### src/rtl/i2c_oled_sequencer_if.sv
// Byte stream between the OLED sequencer (master modport) and the I2C byte master (slave modport).
// Handshake: a byte moves on a cycle with m_valid && m_ready; once m_valid is high every m_* field
// holds until that cycle, and m_valid only falls without a transfer on reset or after m_nack.
interface i2c_oled_sequencer_if;
  logic       m_valid;
  logic       m_ready;
  logic       m_first;
  logic       m_last;
  logic [6:0] m_slave_addr;
  logic       m_rw;
  logic [7:0] m_control;
  logic [7:0] m_data;
  logic       m_nack;

  modport master (
    output m_valid, m_first, m_last, m_slave_addr, m_rw, m_control, m_data,
    input  m_ready, m_nack
  );

  modport slave (
    input  m_valid, m_first, m_last, m_slave_addr, m_rw, m_control, m_data,
    output m_ready, m_nack
  );
endinterface

### src/rtl/i2c_oled_sequencer.sv
// SSD1306-class OLED sequencer: power-up delay, init command table, then full-frame pushes
// (address window + GDDRAM data) on request, with request queuing and sticky NACK error.
module i2c_oled_sequencer #(
  parameter logic [6:0] SLAVE_ADDR     = 7'h3C,
  parameter int         CMD_COUNT      = 25,
  parameter int         COLS           = 128,
  parameter int         PAGES          = 8,
  parameter int         STARTUP_CYCLES = 2700000,
  parameter int         CMD_AW         = (CMD_COUNT > 1) ? $clog2(CMD_COUNT) : 1,
  parameter int         FB_AW          = (COLS * PAGES > 1) ? $clog2(COLS * PAGES) : 1
) (
  input  logic              CLK,
  input  logic              RST,
  input  logic              start,
  input  logic              fb_refresh,
  output logic [CMD_AW-1:0] cmd_addr,
  input  logic [7:0]        cmd_data,
  output logic [FB_AW-1:0]  fb_addr,
  input  logic [7:0]        fb_data,
  i2c_oled_sequencer_if.master m,
  output logic              init_done,
  output logic              busy,
  output logic              frame_done,
  output logic              error,
  output logic [2:0]        dbg_state_o
);

  localparam int FB_BYTES = COLS * PAGES;
  localparam int CNT_W    = (STARTUP_CYCLES > 1) ? $clog2(STARTUP_CYCLES) : 1;

  localparam logic [CNT_W-1:0]  CNT_LAST  = CNT_W'(STARTUP_CYCLES - 1);
  localparam logic [CNT_W-1:0]  CNT_ONE   = CNT_W'(1);
  localparam logic [CMD_AW-1:0] CMD_LAST  = CMD_AW'(CMD_COUNT - 1);
  localparam logic [CMD_AW-1:0] CMD_ONE   = CMD_AW'(1);
  localparam logic [FB_AW-1:0]  FB_LAST   = FB_AW'(FB_BYTES - 1);
  localparam logic [FB_AW-1:0]  FB_ONE    = FB_AW'(1);
  localparam logic [2:0]        WIN_LAST  = 3'd5;
  localparam logic [2:0]        WIN_ONE   = 3'd1;
  localparam logic [7:0]        COL_END   = 8'(COLS - 1);
  localparam logic [7:0]        PAGE_END  = 8'(PAGES - 1);
  localparam logic [7:0]        CTRL_CMD  = 8'h00;
  localparam logic [7:0]        CTRL_DATA = 8'h40;

  typedef enum logic [2:0] {
    S_WAIT,
    S_INIT_FETCH,
    S_INIT_SEND,
    S_READY,
    S_WIN_SEND,
    S_FB_FETCH,
    S_FB_SEND,
    S_ERROR
  } state_t;

  state_t            state_q, state_d;
  logic [CNT_W-1:0]  cnt_q, cnt_d;
  logic [CMD_AW-1:0] cidx_q, cidx_d;
  logic [FB_AW-1:0]  fidx_q, fidx_d;
  logic [2:0]        widx_q, widx_d;
  logic              m_valid_q, m_valid_d;
  logic              m_first_q, m_first_d;
  logic              m_last_q, m_last_d;
  logic [7:0]        m_control_q, m_control_d;
  logic [7:0]        m_data_q, m_data_d;
  logic              init_done_q, init_done_d;
  logic              frame_done_q, frame_done_d;
  logic              error_q, error_d;
  logic              pending_q, pending_d;

  logic accept;
  logic in_xfer;

  // Column range 0..COLS-1 (0x21) then page range 0..PAGES-1 (0x22).
  function automatic logic [7:0] win_byte(input logic [2:0] idx);
    case (idx)
      3'd0:    win_byte = 8'h21;
      3'd1:    win_byte = 8'h00;
      3'd2:    win_byte = COL_END;
      3'd3:    win_byte = 8'h22;
      3'd4:    win_byte = 8'h00;
      default: win_byte = PAGE_END;
    endcase
  endfunction

  assign accept  = m_valid_q && m.m_ready;
  assign in_xfer = (state_q == S_INIT_FETCH) || (state_q == S_INIT_SEND) ||
                   (state_q == S_WIN_SEND)   || (state_q == S_FB_FETCH)  ||
                   (state_q == S_FB_SEND);

  always_ff @(posedge CLK) begin
    if (RST) begin
      state_q      <= S_WAIT;
      cnt_q        <= '0;
      cidx_q       <= '0;
      fidx_q       <= '0;
      widx_q       <= '0;
      m_valid_q    <= 1'b0;
      m_first_q    <= 1'b0;
      m_last_q     <= 1'b0;
      m_control_q  <= '0;
      m_data_q     <= '0;
      init_done_q  <= 1'b0;
      frame_done_q <= 1'b0;
      error_q      <= 1'b0;
      pending_q    <= 1'b0;
    end else begin
      state_q      <= state_d;
      cnt_q        <= cnt_d;
      cidx_q       <= cidx_d;
      fidx_q       <= fidx_d;
      widx_q       <= widx_d;
      m_valid_q    <= m_valid_d;
      m_first_q    <= m_first_d;
      m_last_q     <= m_last_d;
      m_control_q  <= m_control_d;
      m_data_q     <= m_data_d;
      init_done_q  <= init_done_d;
      frame_done_q <= frame_done_d;
      error_q      <= error_d;
      pending_q    <= pending_d;
    end
  end

  always_comb begin
    state_d      = state_q;
    cnt_d        = cnt_q;
    cidx_d       = cidx_q;
    fidx_d       = fidx_q;
    widx_d       = widx_q;
    m_valid_d    = m_valid_q;
    m_first_d    = m_first_q;
    m_last_d     = m_last_q;
    m_control_d  = m_control_q;
    m_data_d     = m_data_q;
    init_done_d  = init_done_q;
    frame_done_d = 1'b0;
    error_d      = error_q;
    pending_d    = pending_q;

    // Requests arriving while busy collapse into a single queued frame.
    if (fb_refresh && ((state_q == S_WAIT) || in_xfer)) begin
      pending_d = 1'b1;
    end

    case (state_q)
      S_WAIT: begin
        if (start || (cnt_q == CNT_LAST)) begin
          cnt_d   = '0;
          cidx_d  = '0;
          state_d = S_INIT_FETCH;
        end else begin
          cnt_d = cnt_q + CNT_ONE;
        end
      end
      S_INIT_FETCH: begin
        m_valid_d   = 1'b1;
        m_control_d = CTRL_CMD;
        m_data_d    = cmd_data;
        m_first_d   = (cidx_q == '0);
        m_last_d    = (cidx_q == CMD_LAST);
        state_d     = S_INIT_SEND;
      end
      S_INIT_SEND: begin
        if (accept) begin
          m_valid_d = 1'b0;
          m_first_d = 1'b0;
          m_last_d  = 1'b0;
          if (cidx_q == CMD_LAST) begin
            cidx_d      = '0;
            init_done_d = 1'b1;
            state_d     = S_READY;
          end else begin
            cidx_d  = cidx_q + CMD_ONE;
            state_d = S_INIT_FETCH;
          end
        end
      end
      S_READY: begin
        if (start) begin
          cidx_d      = '0;
          init_done_d = 1'b0;
          state_d     = S_INIT_FETCH;
        end else if (fb_refresh || pending_q) begin
          pending_d   = 1'b0;
          widx_d      = '0;
          m_valid_d   = 1'b1;
          m_first_d   = 1'b1;
          m_last_d    = 1'b0;
          m_control_d = CTRL_CMD;
          m_data_d    = win_byte(3'd0);
          state_d     = S_WIN_SEND;
        end
      end
      S_WIN_SEND: begin
        // Valid drops for one cycle between window bytes to keep the 2-cycle byte pacing.
        if (!m_valid_q) begin
          m_valid_d = 1'b1;
          m_data_d  = win_byte(widx_q);
          m_first_d = (widx_q == '0);
          m_last_d  = (widx_q == WIN_LAST);
        end else if (m.m_ready) begin
          m_valid_d = 1'b0;
          m_first_d = 1'b0;
          m_last_d  = 1'b0;
          if (widx_q == WIN_LAST) begin
            widx_d  = '0;
            fidx_d  = '0;
            state_d = S_FB_FETCH;
          end else begin
            widx_d = widx_q + WIN_ONE;
          end
        end
      end
      S_FB_FETCH: begin
        m_valid_d   = 1'b1;
        m_control_d = CTRL_DATA;
        m_data_d    = fb_data;
        m_first_d   = (fidx_q == '0);
        m_last_d    = (fidx_q == FB_LAST);
        state_d     = S_FB_SEND;
      end
      S_FB_SEND: begin
        if (accept) begin
          m_valid_d = 1'b0;
          m_first_d = 1'b0;
          m_last_d  = 1'b0;
          if (fidx_q == FB_LAST) begin
            fidx_d       = '0;
            frame_done_d = 1'b1;
            state_d      = S_READY;
          end else begin
            fidx_d  = fidx_q + FB_ONE;
            state_d = S_FB_FETCH;
          end
        end
      end
      S_ERROR: begin
        if (start) begin
          error_d     = 1'b0;
          cidx_d      = '0;
          init_done_d = 1'b0;
          state_d     = S_INIT_FETCH;
        end
      end
      default: state_d = S_WAIT;
    endcase

    // A NACK aborts whatever transaction is in flight and drops any queued frame.
    if (m.m_nack && in_xfer) begin
      m_valid_d = 1'b0;
      m_first_d = 1'b0;
      m_last_d  = 1'b0;
      error_d   = 1'b1;
      pending_d = 1'b0;
      cidx_d    = '0;
      fidx_d    = '0;
      widx_d    = '0;
      state_d   = S_ERROR;
    end
  end

  assign cmd_addr       = cidx_q;
  assign fb_addr        = fidx_q;
  assign m.m_valid      = m_valid_q;
  assign m.m_first      = m_first_q;
  assign m.m_last       = m_last_q;
  assign m.m_control    = m_control_q;
  assign m.m_data       = m_data_q;
  assign m.m_slave_addr = SLAVE_ADDR;
  assign m.m_rw         = 1'b0;
  assign init_done      = init_done_q;
  assign frame_done     = frame_done_q;
  assign error          = error_q;
  assign busy           = (state_q != S_READY) && (state_q != S_ERROR);
  assign dbg_state_o    = state_q;

endmodule

### src/flat_wrapper.sv
// flat-port wrapper written by rule: the top's interface ports become plain ports
module i2c_oled_sequencer_flat 
#(
  parameter logic [6:0] SLAVE_ADDR     = 7'h3C,
  parameter int         CMD_COUNT      = 25,
  parameter int         COLS           = 128,
  parameter int         PAGES          = 8,
  parameter int         STARTUP_CYCLES = 2700000,
  parameter int         CMD_AW         = (CMD_COUNT > 1) ? $clog2(CMD_COUNT) : 1,
  parameter int         FB_AW          = (COLS * PAGES > 1) ? $clog2(COLS * PAGES) : 1
)
  (CLK, RST, start, fb_refresh, cmd_addr, cmd_data, fb_addr, fb_data, init_done, busy, frame_done, error, dbg_state_o, m_m_valid, m_m_first, m_m_last, m_m_slave_addr, m_m_rw, m_m_control, m_m_data, m_m_ready, m_m_nack);
  i2c_oled_sequencer_if m_i ();
  input  logic CLK;
  input  logic RST;
  input  logic start;
  input  logic fb_refresh;
  output logic [CMD_AW-1:0] cmd_addr;
  input  logic [7:0] cmd_data;
  output logic [FB_AW-1:0] fb_addr;
  input  logic [7:0] fb_data;
  output logic init_done;
  output logic busy;
  output logic frame_done;
  output logic error;
  output logic [2:0] dbg_state_o;
  output wire logic [$bits(m_i.m_valid)-1:0] m_m_valid;
  output wire logic [$bits(m_i.m_first)-1:0] m_m_first;
  output wire logic [$bits(m_i.m_last)-1:0] m_m_last;
  output wire logic [$bits(m_i.m_slave_addr)-1:0] m_m_slave_addr;
  output wire logic [$bits(m_i.m_rw)-1:0] m_m_rw;
  output wire logic [$bits(m_i.m_control)-1:0] m_m_control;
  output wire logic [$bits(m_i.m_data)-1:0] m_m_data;
  input wire logic [$bits(m_i.m_ready)-1:0] m_m_ready;
  input wire logic [$bits(m_i.m_nack)-1:0] m_m_nack;
  assign m_m_valid = m_i.m_valid;
  assign m_m_first = m_i.m_first;
  assign m_m_last = m_i.m_last;
  assign m_m_slave_addr = m_i.m_slave_addr;
  assign m_m_rw = m_i.m_rw;
  assign m_m_control = m_i.m_control;
  assign m_m_data = m_i.m_data;
  assign m_i.m_ready = m_m_ready;
  assign m_i.m_nack = m_m_nack;
  i2c_oled_sequencer #(.SLAVE_ADDR(SLAVE_ADDR), .CMD_COUNT(CMD_COUNT), .COLS(COLS), .PAGES(PAGES), .STARTUP_CYCLES(STARTUP_CYCLES), .CMD_AW(CMD_AW), .FB_AW(FB_AW)) u_core (.CLK(CLK), .RST(RST), .start(start), .fb_refresh(fb_refresh), .cmd_addr(cmd_addr), .cmd_data(cmd_data), .fb_addr(fb_addr), .fb_data(fb_data), .m(m_i), .init_done(init_done), .busy(busy), .frame_done(frame_done), .error(error), .dbg_state_o(dbg_state_o));
endmodule
### config.mk
export PLATFORM = sky130hd
export DESIGN_NAME = i2c_oled_sequencer_flat
export DESIGN_NICKNAME = d
export VERILOG_FILES = /design/src/rtl/i2c_oled_sequencer_if.sv /design/src/rtl/i2c_oled_sequencer.sv /design/src/flat_wrapper.sv
export SDC_FILE = /design/constraint.sdc
export NUM_CORES = 1
export LEC_CHECK = 0
export ABC_CLOCK_PERIOD_IN_PS = 3100
export BUFFER_PORTS_ARGS = -buffer_cell sky130_fd_sc_hd__buf_2
export CAP_MARGIN = 15
export CORE_MARGIN = 2
export CORE_UTILIZATION = 30
export CTS_CLUSTER_SIZE = 16
export DETAILED_ROUTE_END_ITERATION = 16
export GPL_ROUTABILITY_DRIVEN = 0
export HOLD_SLACK_MARGIN = 0.08
export MAX_ROUTING_LAYER = met4
export SETUP_SLACK_MARGIN = 0.4
export SLEW_MARGIN = 20
export SYNTH_ARGS = -nofsm -noshare
export SYNTH_HDL_FRONTEND = slang
export SYNTH_SLANG_ARGS = --single-unit
### constraint.sdc
create_clock -name CLK -period 3.1 [get_ports CLK]
set_clock_uncertainty 0.1 [all_clocks]
set_input_delay 0.155 -clock CLK [delete_from_list [all_inputs] [get_ports CLK]]
set_output_delay 0.155 -clock CLK [all_outputs]
set_load 0.01 [all_outputs]
==> results.json <==
{
  "routedWlPerCell_um": 14.7,
  "status": "finished clean",
  "syn_area_sq_um": 3720,
  "drcViolationCount": 0,
  "worstPathMaxFanout": 16,
  "yosys.area_share.xor_xnor": 0.0118,
  "cts_sinks": 59,
  "nets": 547,
  "grt_antenna_before_repair": 0,
  "synth_top_cell_by_area": "dfxtp_1",
  "slew_headroom": 0.510,
  "arrival_ns": 2.55,
  "max_stage_delay_ns": 0.51,
  "diodes": 0,
  "rows": 40,
  "core_sq_um": 12100,
  "hold_ws_ns": 0.101,
  "synth-compound-area-share": 0.289,
  "hold_violations": 0,
  "synth-main-ff-cell": "dfxtp_1",
  "grt-ovfl-total": 0,
  "seq_area_frac_synth": 0.317,
  "final_max_slew_viol_count": 0,
  "final-setup-viol-count": 0,
  "cts_tree": "done",
  "viasPerCell": 5.33,
  "cp-end-kind": "register",
  "grt_use_total": 0.160,
  "die_h_um": 115,
  "power_density_nw_per_um2": 733,
  "cts-buffers-inserted": 9,
  "wl_mm": 10.1,
  "synth_edf_count": 0,
  "drt_iter0_drc": 230,
  "synth_seq_cells": 59,
  "avgSynthCellArea_sq_um": 7.90,
  "crit_type": "reg2reg",
  "port_buffers": 55,
  "cp.required_ns": 3.26,
  "vias": 3683,
  "async_flop_share": 0,
  "grt_max_degree": 31,
  "vdd_ir_drop_max_mv": 0.323,
  "ys_types": 72,
  "htree_levels": 3,
  "layout-drive-gt1-share": 0.176,
  "synth_area_leaders": "dfxtp_1, a21oi_1, nor2_1",
  "dp_hpwl_mm": 7.27,
  "crit_chain": "ha_1 > and4_1 > and4_4 > a2111oi_4 > buf_4 > a41oi_1 > a31oi_1",
  "grt_first_pass_wirelength_mm": 16.4,
  "dieArea_sq_um": 13300,
  "holdCritPathClass": "in2reg",
  "fin_setup_tns_ns": 0,
  "start_util": 0.309,
  "ff2ff_setup_slack_ns": 0.71,
  "tightest_slew_ns": 0.733,
  "startpoint_type": "register",
  "synth_top_area_frac": 0.317,
  "first_global_vias": 3350,
  "synthSimpleGateAreaFrac": 0.260,
  "num_io_pins": 71,
  "synth_top_family_by_area": "compound AO/OA/AOI/OAI gates",
  "fmax_ghz": 0.418,
  "netlist_instances": 471,
  "layout_min_cycle_time_ns": 2.39,
  "yosys-top-cells-count": "dfxtp_1, nor2_1, a21oi_1",
  "die_w_um": 115,
  "p_leak_nw": 1.62,
  "yosys.area_share.adder": 0.0202,
  "rsz0062_at_grt": "no",
  "clockBufferDepth": 2,
  "ctsRootBufferMaster": "clkbuf_16",
  "cap_viol_max_count": 0,
  "synthToLayoutAreaGrowth_pct": 18.0,
  "yosysMostFrequentCell": "dfxtp_1",
  "yosys_warnings": 0,
  "crit_slowest_cell": "a2111oi_4",
  "clock_latency_ns": 0.33,
  "firstDrtPassIters": 5,
  "postRouteAntennaNets": 0,
  "muxShareOfSynthArea": 0.0141,
  "min_period_over_period": 0.772,
  "clk_pin_slew_worst_paths_ns": 0.05
}
worst max-delay path, delay by kind of cell, from the launching register on:
kind	cells	cell delay (ns)
compound gates	3	0.80
flops	1	0.35
simple gates	2	0.48
fa+ha+maj	1	0.28
buf+inv	1	0.30
cells in the final DEF (no fill, tap or decap), types with 5 or more instances in the layout:
cell type      count
dfxtp_1           59
buf_2             55
nor2_1            41
a21oi_1           37
nand2_1           34
o21ai_0           26
nand3_1           21
inv_1             17
nor3_1            17
conb_1            15
a31oi_1           13
clkbuf_16          9
nand4_1            8
nand2b_1           8
buf_4              8
or3_1              7
o31ai_1            7
nor4_1             7
and2_1             6
nor2b_1            6
a211oi_1           6
ha_1               6
nand3b_1           5
a21o_1             5
a22oi_1            5
dlygate4sd3_1      5
metrics by stage:
step                      area [sq um]  total power, W  instances   util  worst slack [ns]
after detailed placement          4060         0.00227        671  0.337             0.711
after floorplan                   3770         0.00194        484      -             0.974
final                             4390         0.00322        691  0.364             0.705
after global routing              4390         0.00343        691  0.364             0.473
after CTS                         4390         0.00324        691  0.364             0.697
after global placement            4060         0.00224        671  0.337             0.779
cell type report:
class	count	area (sq um)
sequential	59	1180
timing repair buffer	68	385
clock buffer	12	236
tap	168	210
multi-input combinational	363	2270
inverter	18	67.6
clock inverter	3	40.0
fill	1247	7670
state kept, by name (all words and copies together), names as in the netlist, 3 cells and up:
name and count:
u_core.m.m_data 8, u_core.fb_addr 10, u_core.cmd_addr 5, u_core.cnt_q 22, u_core.dbg_state_o 3, u_core.widx_q 3
path summary, 6_finish.rpt:
| kind | start | endpoint | cells past startpoint |
|---|---|---|---|
| setup / recovery | u_core.cnt_q[0] | u_core.cnt_q[20] | 7 |
| hold / removal | cmd_data[2] | u_core.m.m_data[2] | 3 |
| hold reg to reg | u_core.m.m_data[5] | u_core.m.m_data[5] | 2 |
| setup reg to reg | u_core.cnt_q[0] | u_core.cnt_q[20] | 7 |
per-layer routing:
layer,up-vias,global-route usage,wire length (um)
li1,1826,-,-
met1,1732,0.199,4640
met2,118,0.253,4780
met3,7,0.0453,616
met4,0,0.0458,98
met5,-,-,0
logic make-up after synthesis:
kind of cell,count (synthesis)
simple gates,184
mux,5
fa+ha+maj,6
buf+inv,62
other cells,2
xor+xnor,5
compound gates,148
flops,59
timing repair:
item                      4_1_cts  5_1_grt
hold buffers                    5        0
hold endpoints to repair        5        0
buffers inserted                0        0
resized for setup               0        0
power breakdown:
part,internal (W),switching (W),total (W)
sequential,0.000870,0.000125,0.000996
clock,0.000614,0.000340,0.000954
combinational,0.000475,0.000795,0.00127
total,0.00196,0.00126,0.00322
Note: power is estimated with default switching activity, not from simulation.
